**config.mk**
```make
export PLATFORM = sky130hd
export DESIGN_NAME = mdu_div_iter_flat
export DESIGN_NICKNAME = d
export VERILOG_FILES = /design/src/rtl/mdu_pkg.sv /design/src/rtl/mdu_div_iter_if.sv /design/src/rtl/div_iter_step.sv /design/src/rtl/mdu_div_iter.sv /design/src/flat_wrapper.sv
export SDC_FILE = /design/constraint.sdc
export NUM_CORES = 1
export LEC_CHECK = 0
export BUFFER_PORTS_ARGS = -buffer_cell sky130_fd_sc_hd__clkbuf_2
export CORE_ASPECT_RATIO = 0.7
export CORE_MARGIN = 4
export CORE_UTILIZATION = 50
export CTS_CLUSTER_SIZE = 30
export DETAILED_ROUTE_END_ITERATION = 6
export PLACE_DENSITY_LB_ADDON = 0.12
export SETUP_SLACK_MARGIN = 0.5
export SYNTH_ARGS = -nofsm -noshare
export SYNTH_HDL_FRONTEND = slang
export SYNTH_SLANG_ARGS = --single-unit
```
**constraint.sdc**
```tcl
create_clock -name clk -period 13.4 [get_ports clk]
set_input_delay 2.68 -clock clk [delete_from_list [all_inputs] [get_ports clk]]
set_output_delay 2.68 -clock clk [all_outputs]
set_load 0.02 [all_outputs]
```
**src/rtl/mdu_pkg.sv**
```systemverilog
// mdu_pkg: shared definitions for the iterative divider.
//   div_state_e  : divider control states
//   DefaultWidth : default operand/result width
//   DivZeroQuot  : quotient returned on divide by zero (all ones)
package mdu_pkg;

    typedef enum logic [1:0] {
        StIdle = 2'd0,
        StCalc = 2'd1,
        StDone = 2'd2
    } div_state_e;

    localparam int unsigned DefaultWidth = 32;

    // All-ones pattern; replicated from bit 0 when WIDTH differs from the default.
    localparam logic [DefaultWidth-1:0] DivZeroQuot = '1;

endpackage

```
**src/rtl/mdu_div_iter_if.sv**
```systemverilog
// mdu_div_iter_if: EX-stage divide request/response and stall/flush signals.
//   master : pipeline side (drives operands, flush, pipe_stall; receives results, stall_req)
//   slave  : divider side
interface mdu_div_iter_if import mdu_pkg::*; #(
    parameter int unsigned WIDTH = DefaultWidth
);
    logic             flush;
    logic             pipe_stall;
    logic             div_valid;
    logic             div_signed;
    logic [WIDTH-1:0] dividend;
    logic [WIDTH-1:0] divisor;
    logic             stall_req;
    logic             res_valid;
    logic [WIDTH-1:0] quotient;
    logic [WIDTH-1:0] remainder;

    modport master (
        output flush, pipe_stall, div_valid, div_signed, dividend, divisor,
        input  stall_req, res_valid, quotient, remainder
    );

    modport slave (
        input  flush, pipe_stall, div_valid, div_signed, dividend, divisor,
        output stall_req, res_valid, quotient, remainder
    );

endinterface

```
**src/rtl/div_iter_step.sv**
```systemverilog
// div_iter_step: one combinational restoring-division step.
//   rem_i     : partial remainder (always < divisor_i when divisor_i != 0)
//   bit_i     : next dividend bit shifted in
//   divisor_i : divisor magnitude
//   rem_o     : next partial remainder
//   q_bit_o   : quotient bit produced by this step
module div_iter_step import mdu_pkg::*; #(
    parameter int unsigned WIDTH = DefaultWidth
) (
    input  logic [WIDTH-1:0] rem_i,
    input  logic             bit_i,
    input  logic [WIDTH-1:0] divisor_i,
    output logic [WIDTH-1:0] rem_o,
    output logic             q_bit_o
);

    logic [WIDTH:0] shifted;
    logic [WIDTH:0] diff;

    always_comb begin
        shifted = {rem_i, bit_i};
        diff    = shifted - {1'b0, divisor_i};
        // shifted < 2*divisor, so a set MSB of the difference means it went negative.
        q_bit_o = ~diff[WIDTH];
        rem_o   = q_bit_o ? diff[WIDTH-1:0] : shifted[WIDTH-1:0];
    end

endmodule

```
**src/rtl/mdu_div_iter.sv**
```systemverilog
// mdu_div_iter: iterative radix-2 signed/unsigned divider for the EX stage.
//   clk, rst : clock, synchronous active-high reset
//   bus      : mdu_div_iter_if.slave (flush, pipe_stall, div_valid, div_signed, dividend,
//              divisor in; stall_req, res_valid, quotient, remainder out)
// Holds EX via stall_req for WIDTH+1 cycles, then presents registered results until EX
// advances. Build option MDU_EARLY_OUT_EN: divide-by-zero and |dividend| < |divisor|
// finish in the accept cycle (results are identical either way).
module mdu_div_iter import mdu_pkg::*; #(
    parameter int unsigned WIDTH = DefaultWidth
) (
    input logic           clk,
    input logic           rst,
    mdu_div_iter_if.slave bus
);

    localparam int unsigned CntW = $clog2(WIDTH + 1);

    div_state_e       state_q, state_d;
    logic [CntW-1:0]  cnt_q, cnt_d;
    logic [WIDTH-1:0] rem_q, rem_d;       // partial remainder
    logic [WIDTH-1:0] dd_q, dd_d;         // dividend magnitude, quotient bits shift in at LSB
    logic [WIDTH-1:0] dvs_q, dvs_d;       // divisor magnitude
    logic [WIDTH-1:0] dd_raw_q, dd_raw_d; // unmodified dividend for the divide-by-zero result
    logic             quo_neg_q, quo_neg_d;
    logic             rem_neg_q, rem_neg_d;
    logic             dbz_q, dbz_d;
    logic [WIDTH-1:0] quotient_q, quotient_d;
    logic [WIDTH-1:0] remainder_q, remainder_d;
    logic             res_valid_q, res_valid_d;
    logic             stall_c;

    logic             dd_neg, dvs_neg, div_zero;
    logic [WIDTH-1:0] dd_mag, dvs_mag;
    logic [WIDTH-1:0] step_rem;
    logic             step_bit;
    logic [WIDTH-1:0] q_mag;
    logic [WIDTH-1:0] fin_quo, fin_rem;
    logic [WIDTH-1:0] dbz_quo;

    assign dbz_quo = {WIDTH{DivZeroQuot[0]}};

    // Operand decode for the accept cycle.
    always_comb begin
        dd_neg   = bus.div_signed & bus.dividend[WIDTH-1];
        dvs_neg  = bus.div_signed & bus.divisor[WIDTH-1];
        dd_mag   = dd_neg ? -bus.dividend : bus.dividend;
        dvs_mag  = dvs_neg ? -bus.divisor : bus.divisor;
        div_zero = (bus.divisor == '0);
    end

    div_iter_step #(
        .WIDTH (WIDTH)
    ) u_step (
        .rem_i     (rem_q),
        .bit_i     (dd_q[WIDTH-1]),
        .divisor_i (dvs_q),
        .rem_o     (step_rem),
        .q_bit_o   (step_bit)
    );

    // Final-step result with sign correction; min / -1 falls out naturally as min.
    always_comb begin
        q_mag   = {dd_q[WIDTH-2:0], step_bit};
        fin_quo = dbz_q ? dbz_quo  : (quo_neg_q ? -q_mag : q_mag);
        fin_rem = dbz_q ? dd_raw_q : (rem_neg_q ? -step_rem : step_rem);
    end

    always_comb begin
        state_d     = state_q;
        cnt_d       = cnt_q;
        rem_d       = rem_q;
        dd_d        = dd_q;
        dvs_d       = dvs_q;
        dd_raw_d    = dd_raw_q;
        quo_neg_d   = quo_neg_q;
        rem_neg_d   = rem_neg_q;
        dbz_d       = dbz_q;
        quotient_d  = quotient_q;
        remainder_d = remainder_q;
        stall_c     = 1'b0;

        unique case (state_q)
            StIdle: begin
                if (bus.div_valid && !bus.flush) begin
                    stall_c   = 1'b1;
                    rem_d     = '0;
                    dd_d      = dd_mag;
                    dvs_d     = dvs_mag;
                    dd_raw_d  = bus.dividend;
                    quo_neg_d = dd_neg ^ dvs_neg;
                    rem_neg_d = dd_neg;
                    dbz_d     = div_zero;
                    cnt_d     = CntW'(WIDTH);
                    state_d   = StCalc;
`ifdef MDU_EARLY_OUT_EN
                    if (div_zero || (dd_mag < dvs_mag)) begin
                        quotient_d  = div_zero ? dbz_quo : '0;
                        remainder_d = bus.dividend;
                        state_d     = StDone;
                    end
`endif
                end
            end
            StCalc: begin
                stall_c = 1'b1;
                rem_d   = step_rem;
                dd_d    = q_mag;
                cnt_d   = cnt_q - CntW'(1);
                if (cnt_q == CntW'(1)) begin
                    quotient_d  = fin_quo;
                    remainder_d = fin_rem;
                    state_d     = StDone;
                end
            end
            StDone: begin
                // div_valid is still high here; it is absorbed, not restarted.
                if (!bus.pipe_stall) begin
                    state_d = StIdle;
                end
            end
            default: state_d = StIdle;
        endcase

        // Flush aborts everything and leaves the previous results untouched.
        if (bus.flush) begin
            state_d     = StIdle;
            quotient_d  = quotient_q;
            remainder_d = remainder_q;
            stall_c     = 1'b0;
        end

        res_valid_d = (state_d == StDone);
    end

    always_ff @(posedge clk) begin
        if (rst) begin
            state_q     <= StIdle;
            cnt_q       <= '0;
            rem_q       <= '0;
            dd_q        <= '0;
            dvs_q       <= '0;
            dd_raw_q    <= '0;
            quo_neg_q   <= 1'b0;
            rem_neg_q   <= 1'b0;
            dbz_q       <= 1'b0;
            quotient_q  <= '0;
            remainder_q <= '0;
            res_valid_q <= 1'b0;
        end else begin
            state_q     <= state_d;
            cnt_q       <= cnt_d;
            rem_q       <= rem_d;
            dd_q        <= dd_d;
            dvs_q       <= dvs_d;
            dd_raw_q    <= dd_raw_d;
            quo_neg_q   <= quo_neg_d;
            rem_neg_q   <= rem_neg_d;
            dbz_q       <= dbz_d;
            quotient_q  <= quotient_d;
            remainder_q <= remainder_d;
            res_valid_q <= res_valid_d;
        end
    end

    assign bus.stall_req = stall_c & ~rst;
    assign bus.res_valid = res_valid_q;
    assign bus.quotient  = quotient_q;
    assign bus.remainder = remainder_q;

endmodule
```
**src/flat_wrapper.sv**
```systemverilog
// flat-port wrapper written by rule: the top's interface ports become plain ports
module mdu_div_iter_flat import mdu_pkg::*;
#(
    parameter int unsigned WIDTH = DefaultWidth
)
  (clk, rst, bus_flush, bus_pipe_stall, bus_div_valid, bus_div_signed, bus_dividend, bus_divisor, bus_stall_req, bus_res_valid, bus_quotient, bus_remainder);
  mdu_div_iter_if #(.WIDTH(WIDTH)) bus_i ();
  input logic clk;
  input logic rst;
  input wire logic [$bits(bus_i.flush)-1:0] bus_flush;
  input wire logic [$bits(bus_i.pipe_stall)-1:0] bus_pipe_stall;
  input wire logic [$bits(bus_i.div_valid)-1:0] bus_div_valid;
  input wire logic [$bits(bus_i.div_signed)-1:0] bus_div_signed;
  input wire logic [$bits(bus_i.dividend)-1:0] bus_dividend;
  input wire logic [$bits(bus_i.divisor)-1:0] bus_divisor;
  output wire logic [$bits(bus_i.stall_req)-1:0] bus_stall_req;
  output wire logic [$bits(bus_i.res_valid)-1:0] bus_res_valid;
  output wire logic [$bits(bus_i.quotient)-1:0] bus_quotient;
  output wire logic [$bits(bus_i.remainder)-1:0] bus_remainder;
  assign bus_i.flush = bus_flush;
  assign bus_i.pipe_stall = bus_pipe_stall;
  assign bus_i.div_valid = bus_div_valid;
  assign bus_i.div_signed = bus_div_signed;
  assign bus_i.dividend = bus_dividend;
  assign bus_i.divisor = bus_divisor;
  assign bus_stall_req = bus_i.stall_req;
  assign bus_res_valid = bus_i.res_valid;
  assign bus_quotient = bus_i.quotient;
  assign bus_remainder = bus_i.remainder;
  mdu_div_iter #(.WIDTH(WIDTH)) u_core (.clk(clk), .rst(rst), .bus(bus_i));
endmodule
```
==> flow_summary.toml, run 1 <==
[power_and_ir_drop]
intPower_uw = 1240
p_per_area_mw_per_mm2 = 122
p_sw_frac = 0.307
combPwrFrac = 0.225
total_power_uw = 1790
switching_power_uw = 548
power.leakage_uw = 0.00553
peakVddDrop_v = 0.0000992
p_clk_frac = 0.411
seqPwrFrac = 0.363

[global_route]
grt_pass1_wl_um = 64900
gr-usage-all-layers = 0.277
grt-ovfl-total = 0
antenna_found_initial = 0
grt_pass1_vias = 11590
grt_max_degree = 78

[sta]
worst_slew_pin_slew_ps = 912
drv_slew = 0
final_hold_viol_count = 0
skew_ps = 23.9
fin_tns_setup_ps = 0
setup_violations = 0
final.min_clock_period_ps = 6120
max_slew_margin = 0.392
rsz0062_at_grt = "false"
min_period_over_period = 0.457
max_clock_freq_mhz = 163

[layout]
fillerInstances = 2448
drive_gt1_frac = 0.129
diodes = 0
final-seq-area_mm2 = 0.00408
layout-area-overhead-vs-synth_pct = 12.6
multi_input_area_mm2 = 0.00827
fin_nets = 1883

[place]
dpl.hpwl_um = 30500
gp_congestion = 0.962
portBuffers = 135

[worst_setup_path]
path_class = "in2out"
endpoint_kind = "primary output"
startpoint_type = "input port"
r2r_cells = 22
critPathRequiredTime_ps = 10720
worstPathMaxFanout = 5
crit_arrival_ps = 3440

[yosys]
yosys.area_share.simple = 0.224
synth_top_area_share = 0.314
avgSynthCellArea_um2 = 7.59
synth_compound_area_frac = 0.256
ys_top_cells_by_count = "nand2_1 (227), dfxtp_1 (204), nor2_1 (183)"
yosys_warnings = 0
async_flop_share = 0
synth-edff-count = 0
synth_cell_types = 88
ys_seq_area_frac = 0.314
synth_area_leaders = "dfxtp_1 (31%), nand2_1 (6.5%), a21oi_1 (6.0%)"
synthFlopType = "dfxtp_1"
yosys.area_share.adder = 0.0381
synth_nets = 1824
synthMuxAreaShare = 0.0325
synthMostInstantiatedCell = "nand2_1"
synth_area_mm2 = 0.0130
synth_top_family_by_area = "compound AO/OA/AOI/OAI gates"
netlist.top_cell.by_area = "dfxtp_1"
synth_seq_cells = 204
synthCells = 1715
synthXorXnorAreaFrac = 0.0822

[routing]
num_vias = 12961
drcViolationCount = 0
drt-met1-wl_um = 20800
wl_met2_um = 16200
wl_met3_um = 3840
routed_wl_um = 41500
viasPerCell = 6.11
firstDrtPassIters = 6
antenna_left = 0
dr.max_layer_used = "met4"
routedWlPerCell_um = 19.6
drt-initial-drc-count = 1350

[cts]
cts.clk_slew.worst_paths_ps = 60
cts_tree = "yes"
numClockSinks = 204
ctsLongestPathBuffers = 3
h-tree-depth = 1
cts_setup_buffers = 0
cts_buffers = 22
root_buffer = "clkbuf_16"
cts_hold_buf = 0
clk_latency_ps = 520
cts.repair.resized = 0

[floorplanning]
ios = 136
dieArea_mm2 = 0.0287
start_util = 0.508
std_cell_rows = 49
die_width_um = 201
core_area_mm2 = 0.0256
dieHeight_um = 143

[worst_hold_path]
hold_class = "reg2reg"
hold_depth = 2

[job]
max_cap_violations = 0

[outcome]
outcome = "finished clean"
[power groups by stage]
stage / clock network (uW) / registers (uW) / logic [uW]
4_1_cts: 742 / 649 / 396
3_5_place_dp: 0 / 662 / 394
6_report: 735 / 650 / 403
3_3_place_gp: 0 / 661 / 390
5_1_grt: 768 / 652 / 440
2_1_floorplan: 0 / 654 / 292
[stage by stage]
stage	utilization	hold slack [ps]	instance area, um2	setup WS (ps)	instances
after floorplan	-	431	13000	7380	1715
after global placement	0.538	443	13800	7290	2081
after detailed placement	0.538	449	13800	7260	2081
after CTS	0.572	457	14700	7260	2120
after global routing	0.572	478	14700	6840	2120
final	0.572	454	14700	7280	2120
[final cells by class]
cell class	count	area share
repair buffers	152	0.0552
flip-flops and latches	204	0.279
inverters	57	0.0148
multi-input cells	1337	0.564
clock buffers	29	0.0435
clock inverters	10	0.0158
well taps	331	0.0283
[layer usage]
metal,vias to the layer above,track usage
met4,0,0.0467
met5,-,0
met3,38,0.0520
met2,504,0.386
li1,6325,-
met1,6094,0.445
[worst paths after layout]
check	startpoint	slack, ps	to
setup / recovery	bus_flush	7280	bus_stall_req
hold / removal	u_core.dd_raw_q[5]$_SDFFE_PP0P_	450	u_core.dd_raw_q[5]$_SDFFE_PP0P_
setup reg to reg	u_core.dd_q[31]$_SDFFE_PP0P_	7320	u_core.bus.remainder[24]$_SDFFE_PP0P_
hold reg to reg	u_core.dd_raw_q[5]$_SDFFE_PP0P_	450	u_core.dd_raw_q[5]$_SDFFE_PP0P_
[kinds of logic after synthesis]
family | count (synthesis)
fa+ha+maj | 39
compound gates | 505
flops | 204
buf+inv | 174
mux | 41
xor+xnor | 120
simple gates | 632
[cell usage in the layout (no fill, tap or decap), types with 31 or more instances in the layout]
cell and count:
a22oi_1 31, a21oi_1 157, nor2_1 180, nand2_1 227, xnor2_1 54, dfxtp_1 204, mux2i_1 34, inv_1 55
a211oi_1 71, nor3_1 37, ha_1 38, a31oi_1 35, clkbuf_2 134, nand3_1 49, o21ai_0 65, xor2_1 65
[flip-flops by register name (all words and copies together) (netlist names), 2 cells and up]
| register | count |
|---|---|
| u_core.dd_q | 32 |
| u_core.bus.remainder | 32 |
| u_core.dd_raw_q | 32 |
| u_core.rem_q | 32 |
| u_core.state_q | 2 |
| u_core.bus.quotient | 32 |
| u_core.cnt_q | 6 |
| u_core.dvs_q | 32 |
[critical path: stages]
cell and delay (ps):
clkbuf_2 120, nor2_1 200, o21ai_0 120, nor2_1 130
clkbuf_2 190
Note: power is estimated with default switching activity, not from simulation.
==> run 2, diff against run 1 <==
Clock period 13.4 ns to 5.5 ns, I/O delays scaled along.
==> run 2 against run 1 <==
  * Count of clock-buffer cells in the layout grew 4
  * Die area is the same
  * Hold slack gained 0.94 ps
  * Critical path depth grew 18
  * Global-route usage grew 0.053 points
  * Clock power grew 110%
  * Final cell count grew 0.47%
  * Sequential power grew 140%
  * First-iteration DRC count grew 0.67%
  * Power grew 130%
  * Flip-flop and latch count is the same
  * Wire length shrank 0.63%
  * Largest cell class unchanged
==> flow_summary.toml, run 2 (same netlist as run 1, synthesis figures left out) <==
[layout]
final_cell_mix = "nand2_1 (227), dfxtp_1 (203), nor2_1 (180)"
layout-area-overhead-vs-synth_pct = 12.5
layout_commonest_cell = "nand2_1"
fin_nets = 1893
diodes = 0
drive_gt1_frac = 0.138

[sta]
max_slew_margin = 0.363
fin_tns_setup_ps = 0
max_clock_freq_mhz = 209
setup_violations = 0
rsz0062_at_grt = "false"
min_period_over_period = 0.870
final.min_clock_period_ps = 4790
whs_ps = 455
skew_ps = 13.8
final_hold_viol_count = 0
worst_slew_pin_slew_ps = 954
drv_slew = 0
setup_ws_ps = 715

[global_route]
grt_use_met1 = 0.450
grt_pass1_wl_um = 65400
grt_pass1_vias = 11593
antenna_found_initial = 1
grt_max_degree = 84
grt_busiest_layer = "met1"
met2_usage = 0.375
gr-usage-met3 = 0.0649
grt-ovfl-total = 0
gr-usage-all-layers = 0.278

[floorplanning]
dieHeight_um = 143
dieArea_mm2 = 0.0287
start_util = 0.508
ios = 136
std_cell_rows = 49
die_width_um = 201
core_area_mm2 = 0.0256

[power_and_ir_drop]
total_power_uw = 4140
intPower_uw = 2810
p_per_area_mw_per_mm2 = 283
p_sw_frac = 0.323
power.leakage_uw = 0.00551
switching_power_uw = 1340
combPwrFrac = 0.249
seqPwrFrac = 0.382
p_clk_frac = 0.369
peakVddDrop_v = 0.000205

[routing]
num_vias = 13026
drt-initial-drc-count = 1359
firstDrtPassIters = 5
antenna_left = 0
viasPerCell = 6.12
drcViolationCount = 0
routedWlPerCell_um = 19.4
routed_wl_um = 41200

[job]
max_cap_violations = 0

[place]
dpl.hpwl_um = 30600
pre_cts_ws_ps = 406
portBuffers = 135
gp_congestion = 0.918

[cts]
h-tree-depth = 1
cts_buffers = 23
cts_tree = "yes"
ctsLongestPathBuffers = 3
cts.clk_slew.worst_paths_ps = 60
numClockSinks = 204
clk_latency_ps = 520
root_buffer = "clkbuf_16"

[worst_setup_path]
path_cells = "inv_1 -> ha_2 -> fa_2 -> nand2b_4 -> a211oi_4 -> o22ai_4 -> o211ai_4 -> a31oi_4 -> xnor2_4 -> inv_4 -> nor2_1 -> a21oi_2 -> ha_2 -> inv_1 -> nor2_1 -> o2111ai_2 -> nor3_2 -> mux2i_4 -> nor4_4 -> buf_4 -> nand4_1 -> mux2_2 -> a311oi_2"
crit_arrival_ps = 5220
path_class = "reg2reg"
startpoint_type = "register"
crit_buf_inv = 4
worst_path_max_delay_cell = "fa_2"
critPathRequiredTime_ps = 5930
endpoint_kind = "register"
crit_family = "compound AO/OA/AOI/OAI gates"
critPathMaxStageDelay_ps = 390
worstPathMaxFanout = 6

[worst_hold_path]
hold_class = "reg2reg"

[outcome]
outcome = "finished clean"
run 2: worst register-to-register path, stage by stage (launching register included):
cell	delay, ps
dfxtp_2	370
inv_1	60
ha_2	200
fa_2	390
nand2b_4	170
a211oi_4	320
o22ai_4	130
o211ai_4	270
a31oi_4	150
xnor2_4	180
inv_4	120
nor2_1	70
a21oi_2	160
ha_2	230
inv_1	70
nor2_1	140
o2111ai_2	140
nor3_2	260
mux2i_4	140
nor4_4	380
buf_4	200
nand4_1	80
mux2_2	290
a311oi_2	200
run 2: through the flow:
stage                     cells  cell area [um2]   util
after global placement     2081            13800  0.538
after global routing       2130            14600  0.572
after CTS                  2122            14500  0.567
after detailed placement   2081            13800  0.538
after floorplan            1715            13000      -
final                      2130            14600  0.572
run 2: power by group through the flow:
stage	Combinational [uW]	Clock (uW)	Sequential, uW
2_1_floorplan	712	0	1590
3_3_place_gp	958	0	1610
3_5_place_dp	969	0	1610
4_1_cts	980	1560	1580
5_1_grt	1120	1620	1590
6_report	1030	1530	1580
run 2: path summary, 6_finish.rpt:
| kind | from | to | slack, ps | cells after the start |
|---|---|---|---|---|
| max | u_core.dd_q[31]$_SDFFE_PP0P_ | u_core.bus.remainder[26]$_SDFFE_PP0P_ | 710 | 23 |
| min | u_core.dd_raw_q[15]$_SDFFE_PP0P_ | u_core.dd_raw_q[15]$_SDFFE_PP0P_ | 450 | 2 |
| max reg2reg | u_core.dd_q[31]$_SDFFE_PP0P_ | u_core.bus.remainder[26]$_SDFFE_PP0P_ | 710 | 23 |
| min reg2reg | u_core.dd_raw_q[15]$_SDFFE_PP0P_ | u_core.dd_raw_q[15]$_SDFFE_PP0P_ | 450 | 2 |
run 2: repair_timing:
item                                    4_1_cts  5_1_grt
setup buffers                                 1        8
resized for setup                             0       11
hold buffers                                  0        0
endpoints found under the setup margin        2       13
pin swaps                                     1        8
run 2: cell type report:
class,count,area [um2]
Fill cell,2461,11000
Multi-Input combinational cell,1337,8310
Sequential cell,204,4090
Timing Repair Buffer,161,877
Clock buffer,33,673
Tap cell,331,414
Inverter,57,216
Clock inverter,7,70.1
run 2: metal layers:
metal / vias up / wire (um)
met4: 2 / 536
li1: 6332 / -
met3: 40 / 4220
met1: 6099 / 20600
met2: 553 / 15900
met5: - / 13
==> run 3, diff against run 2 <==
Settings changed: ABC_AREA from default to 1.
==> run 3 against run 2 <==
  * Final area increased by 6.7%
  * Setup slack improved by 270 ps
  * Critical path depth up 3
  * Final cell count up 28%
  * Via count rose by 17%
  * First-iteration DRC count rose by 32%
  * Combinational power down 14%
  * Critical endpoint is now u_core.bus.quotient[26]$_SDFFE_PP0P_
  * Largest power group is now clock
==> flow_summary.toml, run 3 <==
[place]
dp.cells = 2694
dpl.hpwl_um = 36800
gp_congestion = 1.01
portBuffers = 135
placedInstanceArea_mm2 = 0.0148

[worst_hold_path]
hp-start = "u_core.dd_raw_q[13]$_SDFFE_PP0P_"
hold_class = "reg2reg"

[global_route]
gr-usage-all-layers = 0.304
antenna_found_initial = 1
grt_max_degree = 97
grt_pass1_vias = 13593
grt-ovfl-total = 0
grt_pass1_wl_um = 75700

[yosys]
synth_area_mm2 = 0.0140
synthCells = 2275
netlist.top_cell.by_area = "dfxtp_1"
synth_seq_cells = 204
synth_top_area_share = 0.292
synth_nets = 2384
async_flop_share = 0
ys_seq_area_frac = 0.292
synthFlopType = "dfxtp_1"
synth-edff-count = 0
synth_cell_types = 54
ys_top_cells_by_count = "nand2_1 (637), inv_1 (330), nor2_1 (213)"
yosys_warnings = 0
avgSynthCellArea_um2 = 6.14
synth_area_leaders = "dfxtp_1 (29%), nand2_1 (17%), inv_1 (8.9%)"
synthMostInstantiatedCell = "nand2_1"

[power_and_ir_drop]
intPower_uw = 2760
combPwrFrac = 0.215
p_per_area_mw_per_mm2 = 263
p_sw_frac = 0.328
seqPwrFrac = 0.381
peakVddDrop_v = 0.000206
switching_power_uw = 1340
power.leakage_uw = 0.00791
p_clk_frac = 0.404

[floorplanning]
std_cell_rows = 50
die_width_um = 208
dieHeight_um = 148
dieArea_mm2 = 0.0307
ios = 136
core_area_mm2 = 0.0271
start_util = 0.516

[cts]
root_buffer = "clkbuf_16"
ctsLongestPathBuffers = 3
clk_latency_ps = 540
cts_buffers = 23
cts.clk_slew.worst_paths_ps = 70
h-tree-depth = 1
cts_tree = "yes"
numClockSinks = 204

[worst_setup_path]
crit_arrival_ps = 5000
crit_family = "simple AND/OR/NAND/NOR gates"
crit_top_cell = "inv_1"
worst_path_max_delay_cell = "ha_1"
crit_start = "u_core.dvs_q[19]$_SDFFE_PP0P_"
endpoint_kind = "register"
path_class = "reg2reg"
critPathMaxStageDelay_ps = 370
critPathRequiredTime_ps = 5990
crit_buf_inv = 5
reg2reg_from = "u_core.dvs_q[19]$_SDFFE_PP0P_"
startpoint_type = "register"
worstPathMaxFanout = 5

[job]
max_cap_violations = 0

[sta]
worst_slew_pin_slew_ps = 1050
max_slew_margin = 0.296
rsz0062_at_grt = "false"
min_period_over_period = 0.821
setup_violations = 0
final.min_clock_period_ps = 4510
fin_tns_setup_ps = 0
max_clock_freq_mhz = 221
final_hold_viol_count = 0
skew_ps = 14.6
drv_slew = 0

[layout]
final_cells = 2736
final_cell_mix = "nand2_1 (637), inv_1 (328), nor2_1 (210)"
fin_nets = 2464
diodes = 0
drive_gt1_frac = 0.105
multi_input_area_mm2 = 0.00825
final-seq-area_mm2 = 0.00408
layout-area-overhead-vs-synth_pct = 11.9
layout_commonest_cell = "nand2_1"
design_area_mm2 = 0.0156
fillerInstances = 2762

[outcome]
outcome = "finished clean"

[routing]
num_vias = 15196
drcViolationCount = 0
routedWlPerCell_um = 17.8
drt-initial-drc-count = 1792
antenna_left = 0
routed_wl_um = 48700
firstDrtPassIters = 5
viasPerCell = 5.55
## run 3: through the flow
step | utilization | total power (uW) | hold slack (ps) | worst slack (ps)
floorplan | - | 2180 | 427 | 1450
global placement | 0.547 | 2430 | 438 | 1050
detailed placement | 0.547 | 2440 | 447 | 841
CTS | 0.577 | 4090 | 457 | 788
global route | 0.577 | 4280 | 481 | 482
finish | 0.577 | 4100 | 456 | 985
## run 3: layer usage
layer / global-route usage / vias to the layer above / share of wire / wire [um]
li1: - / 7466 / - / -
met3: 0.104 / 63 / 0.13 / 6220
met4: 0.0647 / 0 / 0.020 / 990
met1: 0.472 / 6956 / 0.48 / 23300
met2: 0.400 / 711 / 0.37 / 18200
met5: 0 / - / 0 / 0
## run 3: final cells by class
class | instances | share of cell area
Tap cell | 364 | 0.0291
Inverter | 334 | 0.0802
Timing Repair Buffer | 150 | 0.0506
Clock inverter | 13 | 0.0104
Clock buffer | 29 | 0.0408
Multi-Input combinational cell | 1642 | 0.528
Sequential cell | 204 | 0.261
## run 3: path summary, 6_finish.rpt
check | endpoint | slack [ps] | cells after the start
hold / removal | u_core.dd_raw_q[13]$_SDFFE_PP0P_ | 460 | 2
setup / recovery | u_core.bus.quotient[26]$_SDFFE_PP0P_ | 990 | 26
setup reg to reg | u_core.bus.quotient[26]$_SDFFE_PP0P_ | 990 | 26
hold reg to reg | u_core.dd_raw_q[13]$_SDFFE_PP0P_ | 460 | 2
## run 3: cell families (layout without fill, tap and decap cells)
logic type,count (synthesis),count (layout),synth area share
AND/OR/NAND/NOR,1068,1068,0.319
AO/OA/AOI/OAI,457,457,0.184
buffers and inverters,429,526,0.120
flip-flops,204,204,0.292
XOR/XNOR,78,78,0.0489
adder cells (fa/ha/maj),39,39,0.0355
## run 3: timing repair
action	CTS	global route
hold buffers	0	0
setup endpoints to repair	0	5
buffers inserted	0	0
gates resized for setup	0	3
## run 3: tightest hold or removal path, stage by stage (launching register included)
cell	delay, ps
dfxtp_1	300
inv_1	60
a21oi_1	50
## run 3: power by group through the flow
stage | clock network (uW) | registers (uW) | logic (uW)
CTS | 1670 | 1560 | 853
finish | 1660 | 1560 | 883
global route | 1730 | 1570 | 978
floorplan | 0 | 1590 | 592
global placement | 0 | 1590 | 840
detailed placement | 0 | 1590 | 848
